<file path="config.mk">
export PLATFORM = sky130hd
export DESIGN_NAME = dmem_arbiter
export DESIGN_NICKNAME = d
export VERILOG_FILES = /design/src/rtl/dmem_arb_pkg.sv /design/src/rtl/dmem_arbiter_rr_arb2.sv /design/src/rtl/dmem_arbiter.sv
export SDC_FILE = /design/constraint.sdc
export NUM_CORES = 1
export LEC_CHECK = 0
export CORE_ASPECT_RATIO = 0.6
export CORE_MARGIN = 1
export CORE_UTILIZATION = 38
export DETAILED_ROUTE_END_ITERATION = 10
export GPL_TIMING_DRIVEN = 0
export PLACE_DENSITY = 0.86
export SYNTH_ARGS = -nofsm -noshare
export SYNTH_HDL_FRONTEND = slang
export SYNTH_HIERARCHICAL = 1
export SYNTH_SLANG_ARGS = --single-unit
</file>
<file path="constraint.sdc">
create_clock -name CLK -period 1.6 [get_ports CLK]
set_clock_uncertainty 0.05 [all_clocks]
set_input_delay 0.24 -clock CLK [delete_from_list [all_inputs] [get_ports CLK]]
set_output_delay 0.24 -clock CLK [all_outputs]
set_load 0.01 [all_outputs]
</file>
<file path="src/rtl/dmem_arb_pkg.sv">
// rtl/dmem_arb_pkg.sv - shared types and constants for the data-memory arbiter
package dmem_arb_pkg;

    localparam int NUM_REQ    = 2;
    localparam int WORD_BYTES = 4;
    localparam int REQ_CPU    = 0;
    localparam int REQ_DBG    = 1;

    typedef enum logic {
        ST_IDLE   = 1'b0,
        ST_ACCESS = 1'b1
    } state_t;

    function automatic logic [NUM_REQ-1:0] req_onehot(input logic id);
        return id ? 2'b10 : 2'b01;
    endfunction

endpackage

</file>
<file path="src/rtl/dmem_arbiter_rr_arb2.sv">
// rtl/dmem_arbiter_rr_arb2.sv - combinational two-way round-robin grant
module rr_arb2
    import dmem_arb_pkg::*;
(
    input  logic [NUM_REQ-1:0] valid_i,
    input  logic               last_grant_i,
    output logic [NUM_REQ-1:0] grant_o
);

    // On contention the requester that did not win last time goes first.
    always_comb begin
        grant_o = '0;
        if (valid_i[REQ_CPU] && valid_i[REQ_DBG]) begin
            grant_o[REQ_CPU] = last_grant_i;
            grant_o[REQ_DBG] = !last_grant_i;
        end else begin
            grant_o = valid_i;
        end
    end

endmodule

</file>
<file path="src/rtl/dmem_arbiter.sv">
// rtl/dmem_arbiter.sv - round-robin arbiter/sequencer for the data memory; DMEM_ARB_ADDR_CHECK_EN enables address checking
module dmem_arbiter
    import dmem_arb_pkg::*;
#(
    parameter int ADDR_W    = 32,
    parameter int DATA_W    = 32,
    parameter int MEM_BYTES = 61
) (
    input  logic                  CLK,
    input  logic                  Reset,
    input  logic [NUM_REQ-1:0]    req_valid,
    output logic [NUM_REQ-1:0]    req_ready,
    input  logic [NUM_REQ-1:0]    req_write,
    input  logic [2*ADDR_W-1:0]   req_addr,
    input  logic [2*DATA_W-1:0]   req_wdata,
    output logic [NUM_REQ-1:0]    rsp_valid,
    output logic                  rsp_err,
    output logic [DATA_W-1:0]     rsp_rdata,
    output logic [ADDR_W-1:0]     mem_addr,
    output logic [DATA_W-1:0]     mem_wdata,
    output logic                  mem_write_n,
    output logic                  mem_read_n,
    input  logic [DATA_W-1:0]     mem_rdata
);

    state_t               state_q;
    logic                 last_grant_q;
    logic                 id_q;
    logic                 write_q;
    logic                 err_q;
    logic [ADDR_W-1:0]    mem_addr_q;
    logic [DATA_W-1:0]    mem_wdata_q;
    logic                 mem_write_n_q;
    logic                 mem_read_n_q;
    logic [NUM_REQ-1:0]   rsp_valid_q;
    logic                 rsp_err_q;
    logic [DATA_W-1:0]    rsp_rdata_q;

    logic [NUM_REQ-1:0]   grant;
    logic                 gnt_id;
    logic [ADDR_W-1:0]    sel_addr;
    logic [DATA_W-1:0]    sel_wdata;
    logic                 sel_write;
    logic                 sel_err;

    rr_arb2 u_rr_arb2 (
        .valid_i      (req_valid),
        .last_grant_i (last_grant_q),
        .grant_o      (grant)
    );

    assign gnt_id    = grant[REQ_DBG];
    assign sel_addr  = gnt_id ? req_addr[2*ADDR_W-1:ADDR_W]  : req_addr[ADDR_W-1:0];
    assign sel_wdata = gnt_id ? req_wdata[2*DATA_W-1:DATA_W] : req_wdata[DATA_W-1:0];
    assign sel_write = req_write[gnt_id];

`ifdef DMEM_ARB_ADDR_CHECK_EN
    // Whole word must be aligned and fit inside the backing array.
    assign sel_err = (sel_addr[1:0] != 2'b00) ||
                     (sel_addr > ADDR_W'(MEM_BYTES - WORD_BYTES));
`else
    logic unused_mem_bytes;
    assign unused_mem_bytes = (MEM_BYTES != 0);
    assign sel_err = 1'b0;
`endif

    // Ready is withheld during reset so no requester sees a grant that gets discarded.
    assign req_ready = (state_q == ST_IDLE && !Reset) ? grant : '0;

    always_ff @(posedge CLK) begin
        if (Reset) begin
            state_q       <= ST_IDLE;
            last_grant_q  <= 1'b1;
            id_q          <= 1'b0;
            write_q       <= 1'b0;
            err_q         <= 1'b0;
            mem_addr_q    <= '0;
            mem_wdata_q   <= '0;
            mem_write_n_q <= 1'b1;
            mem_read_n_q  <= 1'b1;
            rsp_valid_q   <= '0;
            rsp_err_q     <= 1'b0;
            rsp_rdata_q   <= '0;
        end else begin
            case (state_q)
                ST_IDLE: begin
                    rsp_valid_q <= '0;
                    rsp_err_q   <= 1'b0;
                    if (|req_valid) begin
                        state_q       <= ST_ACCESS;
                        id_q          <= gnt_id;
                        last_grant_q  <= gnt_id;
                        write_q       <= sel_write;
                        err_q         <= sel_err;
                        mem_addr_q    <= sel_addr;
                        mem_wdata_q   <= sel_wdata;
                        mem_write_n_q <= !(sel_write && !sel_err);
                        mem_read_n_q  <= !(!sel_write && !sel_err);
                    end
                end
                ST_ACCESS: begin
                    state_q       <= ST_IDLE;
                    mem_write_n_q <= 1'b1;
                    mem_read_n_q  <= 1'b1;
                    rsp_valid_q   <= req_onehot(id_q);
                    rsp_err_q     <= err_q;
                    if (!write_q) begin
                        rsp_rdata_q <= err_q ? '0 : mem_rdata;
                    end
                end
                default: state_q <= ST_IDLE;
            endcase
        end
    end

    // Strobes drop with Reset itself so a write cannot land in the reset cycle.
    assign mem_write_n = mem_write_n_q | Reset;
    assign mem_read_n  = mem_read_n_q | Reset;
    assign mem_addr    = mem_addr_q;
    assign mem_wdata   = mem_wdata_q;
    assign rsp_valid   = rsp_valid_q;
    assign rsp_err     = rsp_err_q;
    assign rsp_rdata   = rsp_rdata_q;

endmodule

</file>
Yosys cells after proc, flatten, opt, wreduce, memory -nomap -nowiden
Cells that the tools add are included.
Widths: inputs -> output; s select.
{"block": "word_totals", "wordCells": 38, "out_inout_bits": 103, "inputBits": 166, "ff_bits": 104}
{"block": "classes", "n_bitwise": 4, "muxes": 14, "eq_ne": 1, "n_reduce_logical": 8, "magnitude_cmp": 1}
{"cell": "$mux 32", "n": 2}
{"cell": "$mux 2", "n": 3}
{"cell": "$pmux 1 s2", "n": 3}
{"cell": "$mux 1", "n": 5}
{"cell": "$pmux 2 s2", "n": 1}
{"cell": "$reduce_and 2->1", "n": 2}
{"cell": "$logic_not 1->1", "n": 3}
{"cell": "$logic_and 1x1->1", "n": 2}
{"cell": "$lt 1x2->1 const B", "n": 1}
{"cell": "$ne 2x1->1 const B", "n": 1}
{"cell": "$not 1->1", "n": 2}
{"cell": "$or 1x1->1", "n": 2}
{"cell": "$reduce_or 2->1", "n": 1}

Longest topological paths before layout
{"block": "depth", "word_depth": 7, "mapped_depth": 6}

Hierarchy
Netlist, hierarchy kept.
{"module": "dmem_arbiter", "area_each_um2": 4468.0, "seq_area_each_um2": 2082.0, "n_inst": 1, "cells_each": 390}
{"module": "rr_arb2", "area_each_um2": 18.8, "seq_area_each_um2": 0.0, "n_inst": 1, "cells_each": 3}

Least setup slack after synthesis
Ideal clock, no wire load.
{"block": "synth_timing", "path_type": "reg-to-reg", "startpoint": "reg last_grant_q", "endpoint": "reg mem_wdata_q[12], in the netlist mem_wdata[12]", "setup_slack_ns": 0.200, "arrival_time_ns": 1.234, "stages_incl_launch_ff": 7, "path_cell_list": "dfxtp_1 -> a21boi_0 -> buf_2 -> buf_6 -> clkbuf_4 -> mux2i_1 -> o2bb2ai_2"}
{"block": "synth_between", "elab_chain_cells": 3}
{"element": "start, declared", "line": "dmem_arbiter.sv:27", "rtl": "logic last_grant_q;"}
{"element": "start signal, assigned", "line": "dmem_arbiter.sv:92", "rtl": "last_grant_q <= gnt_id;"}
{"element": "$logic_not 1->1", "line": "dmem_arbiter_rr_arb2.sv:15", "rtl": "grant_o[REQ_DBG] = !last_grant_i;"}
{"element": "$mux 2", "line": "dmem_arbiter_rr_arb2.sv:13", "rtl": "if (valid_i[REQ_CPU] && valid_i[REQ_DBG]) begin"}
{"element": "net grant[1]", "line": "dmem_arbiter.sv:39", "rtl": "logic [NUM_REQ-1:0] grant;"}
{"element": "$mux 32", "line": "dmem_arbiter.sv:54", "rtl": "assign sel_wdata = gnt_id ? req_wdata[2*DATA_W-1:DATA_W] : req_wdata[DATA_W-1:0];"}
{"element": "end signal, assigned", "line": "dmem_arbiter.sv:96", "rtl": "mem_wdata_q <= sel_wdata;"}
{"element": "end, declared", "line": "dmem_arbiter.sv:32", "rtl": "logic [DATA_W-1:0] mem_wdata_q;"}
The timed path passes the listed nets, and every way through them passes these cells.
A chain may end at the register's enable or synchronous reset.

Final worst setup path
{"block": "layout_timing", "startpoint": "reg last_grant_q", "endpoint": "out req_ready[1]"}
{"block": "layout_between", "elab_chain_cells": 3}
{"element": "$logic_not 1->1", "line": "dmem_arbiter_rr_arb2.sv:15"}
{"element": "$mux 2", "line": "dmem_arbiter_rr_arb2.sv:13"}
{"element": "net grant[1]", "line": "dmem_arbiter.sv:39"}
{"element": "$mux 2", "line": "dmem_arbiter.sv:68", "rtl": "assign req_ready = (state_q == ST_IDLE && !Reset) ? grant : '0;"}
{"element": "end, declared", "line": "dmem_arbiter.sv:12", "rtl": "output logic [NUM_REQ-1:0] req_ready,"}
The timed path passes the listed nets, and every way through them passes these cells.

==> flow_summary.json <==
{
  "cts_buffers": 9,
  "core-area_sq_um": 11400,
  "setup_slack_ns": -0.0341,
  "synthTopCellsByArea": "dfxtp_1 (46%), o2bb2ai_2 (17%), mux2i_1 (15%)",
  "htreeDepth": 3,
  "clockBufferDepth": 2,
  "drcViolationCount": 0,
  "grt_pass1_vias": 4155,
  "initial_core_util_pct": 39.3,
  "grt_max_degree": 17,
  "syn-num-nets": 559,
  "top_layer_used": "met4",
  "diodes": 0,
  "ys_warn_count": 6,
  "period_needed_ns": 1.63,
  "first_pass_iters": 4,
  "ant_nets": 0,
  "synth_top_area_share_pct": 46.4,
  "port_buffers": 267,
  "cts_tree": "done",
  "finalPower_w": 0.00672,
  "n_fill_cell": 850,
  "power_density_nw_per_um2": 854,
  "route.vias.total": 4002,
  "route.met2.wl_microns": 6710,
  "grt-ovfl-total": 0,
  "ys_async_sr_fraction_pct": 0,
  "worst_path_max_delay_cell": "dfxtp_2",
  "die_y_microns": 86.2,
  "crit_chain": "a21boi_1, buf_2, buf_12, buf_12, and2_4, buf_6",
  "status": "finished, violations left",
  "drt-met1-wl_microns": 5920,
  "synth_area_sq_um": 4490,
  "clk_pin_slew_ns": 0.06,
  "wl_met3_microns": 996,
  "postSynthCellCount": 393,
  "min_period_over_period_pct": 102,
  "slew_violations": 0,
  "utilization_pct": 68.9,
  "worst-path-max-fanout": 3,
  "synth_edf_count": 0,
  "crit_arrival_ns": 1.34,
  "area_delta_synth_final_pct": 75.3,
  "setup.worst_path.class": "flop to primary output",
  "cpMostUsedCell": "buf_12",
  "ir_drop_mv": 0.469,
  "synth_area_leader_cell": "dfxtp_1",
  "yosysSeqAreaShare_pct": 46.4,
  "ff_latch_area_sq_um": 2090,
  "via_per_inst": 4.77,
  "critPathLaunchType": "flop",
  "drtIter0Drc": 86,
  "track_usage_pct": 22.0,
  "required_ns": 1.31,
  "slowest_delay_ns": 0.34,
  "gp_congestion": 0.747,
  "synth_cell_types": 33,
  "cts_root_buf": "clkbuf_16",
  "drive_gt1_share_pct": 19.0,
  "synth_common_cells": "dfxtp_1 (104), nand2_1 (68), mux2i_1 (65)",
  "avgSynthCellArea_sq_um": 11.4,
  "ys.flop_type": "dfxtp_1",
  "dieArea_sq_um": 12300,
  "wire_per_inst_microns": 16.4,
  "antenna_found_initial": 0,
  "reg2reg_depth": 7,
  "p_leak_nw": 3.09,
  "worstHoldPathType": "input port to flop",
  "hold_buffers": 0,
  "drv_cap": 0,
  "die_x_microns": 142,
  "setup_viol": 1,
  "hold_viol": 0,
  "end_kind": "primary output",
  "rsz0062_at_grt": "true",
  "dp_hpwl_microns": 10900,
  "ys_ff_latch": 104,
  "multi_input_area_sq_um": 2200,
  "cts_sinks": 104,
  "row_count": 30,
  "violations": "setup timing",
  "fin_area_sq_um": 7860,
  "routed_wl_microns": 13700,
  "place_area_sq_um": 7360,
  "final_nets": 841,
  "fmax_mhz": 612,
  "clk_latency_ns": 0.33,
  "pin_count": 269,
  "grt_pass1_wl_microns": 20800,
  "yosysMostFrequentCell": "dfxtp_1",
  "whs_path_depth": 3
}
power by group:
part           internal [W]  switching (W)
sequential          0.00280       0.000139
clock               0.00110       0.000935
combinational       0.00106       0.000688
placed cells by master, fill, tap and decap left out, drive strengths merged:
master / instances
dlygate4sd2: 4
a21boi: 2
and3b: 1
clkinv: 2
nor3: 1
dfxtp: 104
o21ai: 2
clkinvlp: 1
o21bai: 1
or2b: 1
nor3b: 1
dlymetal6s2s: 12
inv: 3
nor2: 3
nand2: 68
buf: 33
a21oi: 34
o21ba: 1
nor2b: 2
and2: 2
clkdlybuf4s50: 248
or2: 2
conb: 1
o2bb2ai: 65
mux2i: 65
nand3b: 1
clkbuf: 19
worst max-delay path, delay by kind of cell, from the launching register on:
family,cells,cell delay (ns)
buffers and inverters,4,0.49
AOI/OAI and AO/OA,1,0.05
DFF,1,0.34
and+or+nand+nor,1,0.13
metal layers:
metal | global-route usage, % | up-vias
met1 | 25.3 | 1873
met4 | 5.28 | 0
li1 | - | 1969
met3 | 7.02 | 14
met2 | 39.8 | 146
met5 | 0 | -
flip-flops by register name, summed over array words and instances (netlist names):
register / flops
mem_addr: 32
mem_wdata: 32
rsp_rdata: 32
rsp_valid: 2
id_q: 1
last_grant_q: 1
mem_read_n_q: 1
mem_write_n_q: 1
state_q: 1
write_q: 1
through the flow:
step	cells	setup WS (ns)	hold WS [ns]	setup TNS (ns)
finish	839	-0.0341	0.187	-0.0341
global placement	820	-1.01	0.375	-34.52
detailed placement	820	-1.03	0.385	-38.43
floorplan	393	0.200	0.301	0
CTS	839	-0.0514	0.384	-0.0779
global route	839	-0.101	0.191	-1.14
final timing paths:
path	slack [ns]	endpoint	startpoint
min reg2reg	0.40	rsp_valid[0]$_SDFF_PP0_	id_q$_SDFFE_PP0P_
min	0.19	mem_read_n_q$_SDFFE_PP1P_	Reset
max reg2reg	0.01	mem_wdata[21]$_SDFFE_PP0P_	last_grant_q$_SDFFE_PP1P_
max	-0.03	req_ready[1]	last_grant_q$_SDFFE_PP1P_
area by class of cell:
type / count / area share [%]
sequential: 104 / 26.5
tap: 160 / 2.55
buffer: 34 / 4.76
inverter: 2 / 0.0955
timing repair buffer: 271 / 34.6
multi-input combinational: 253 / 28.0
clock buffer: 11 / 3.09
clock inverter: 4 / 0.382
kinds of logic (layout without fill, tap and decap cells):
kind of cell | Yosys count | count (layout) | synth area share [%]
AOI/OAI and AO/OA | 105 | 105 | 24.4
buffers and inverters | 36 | 322 | 6.80
DFF | 104 | 104 | 46.4
muxes | 65 | 65 | 14.5
other | 1 | 1 | 0.0836
and+or+nand+nor | 82 | 82 | 7.81
what timing repair did:
item | 4_1_cts | 5_1_grt
pin swaps | 1 | 0
setup endpoints to repair | 63 | 63
setup buffers | 4 | 0
gates resized for setup | 37 | 34
Note: power is estimated with default switching activity, not from simulation.
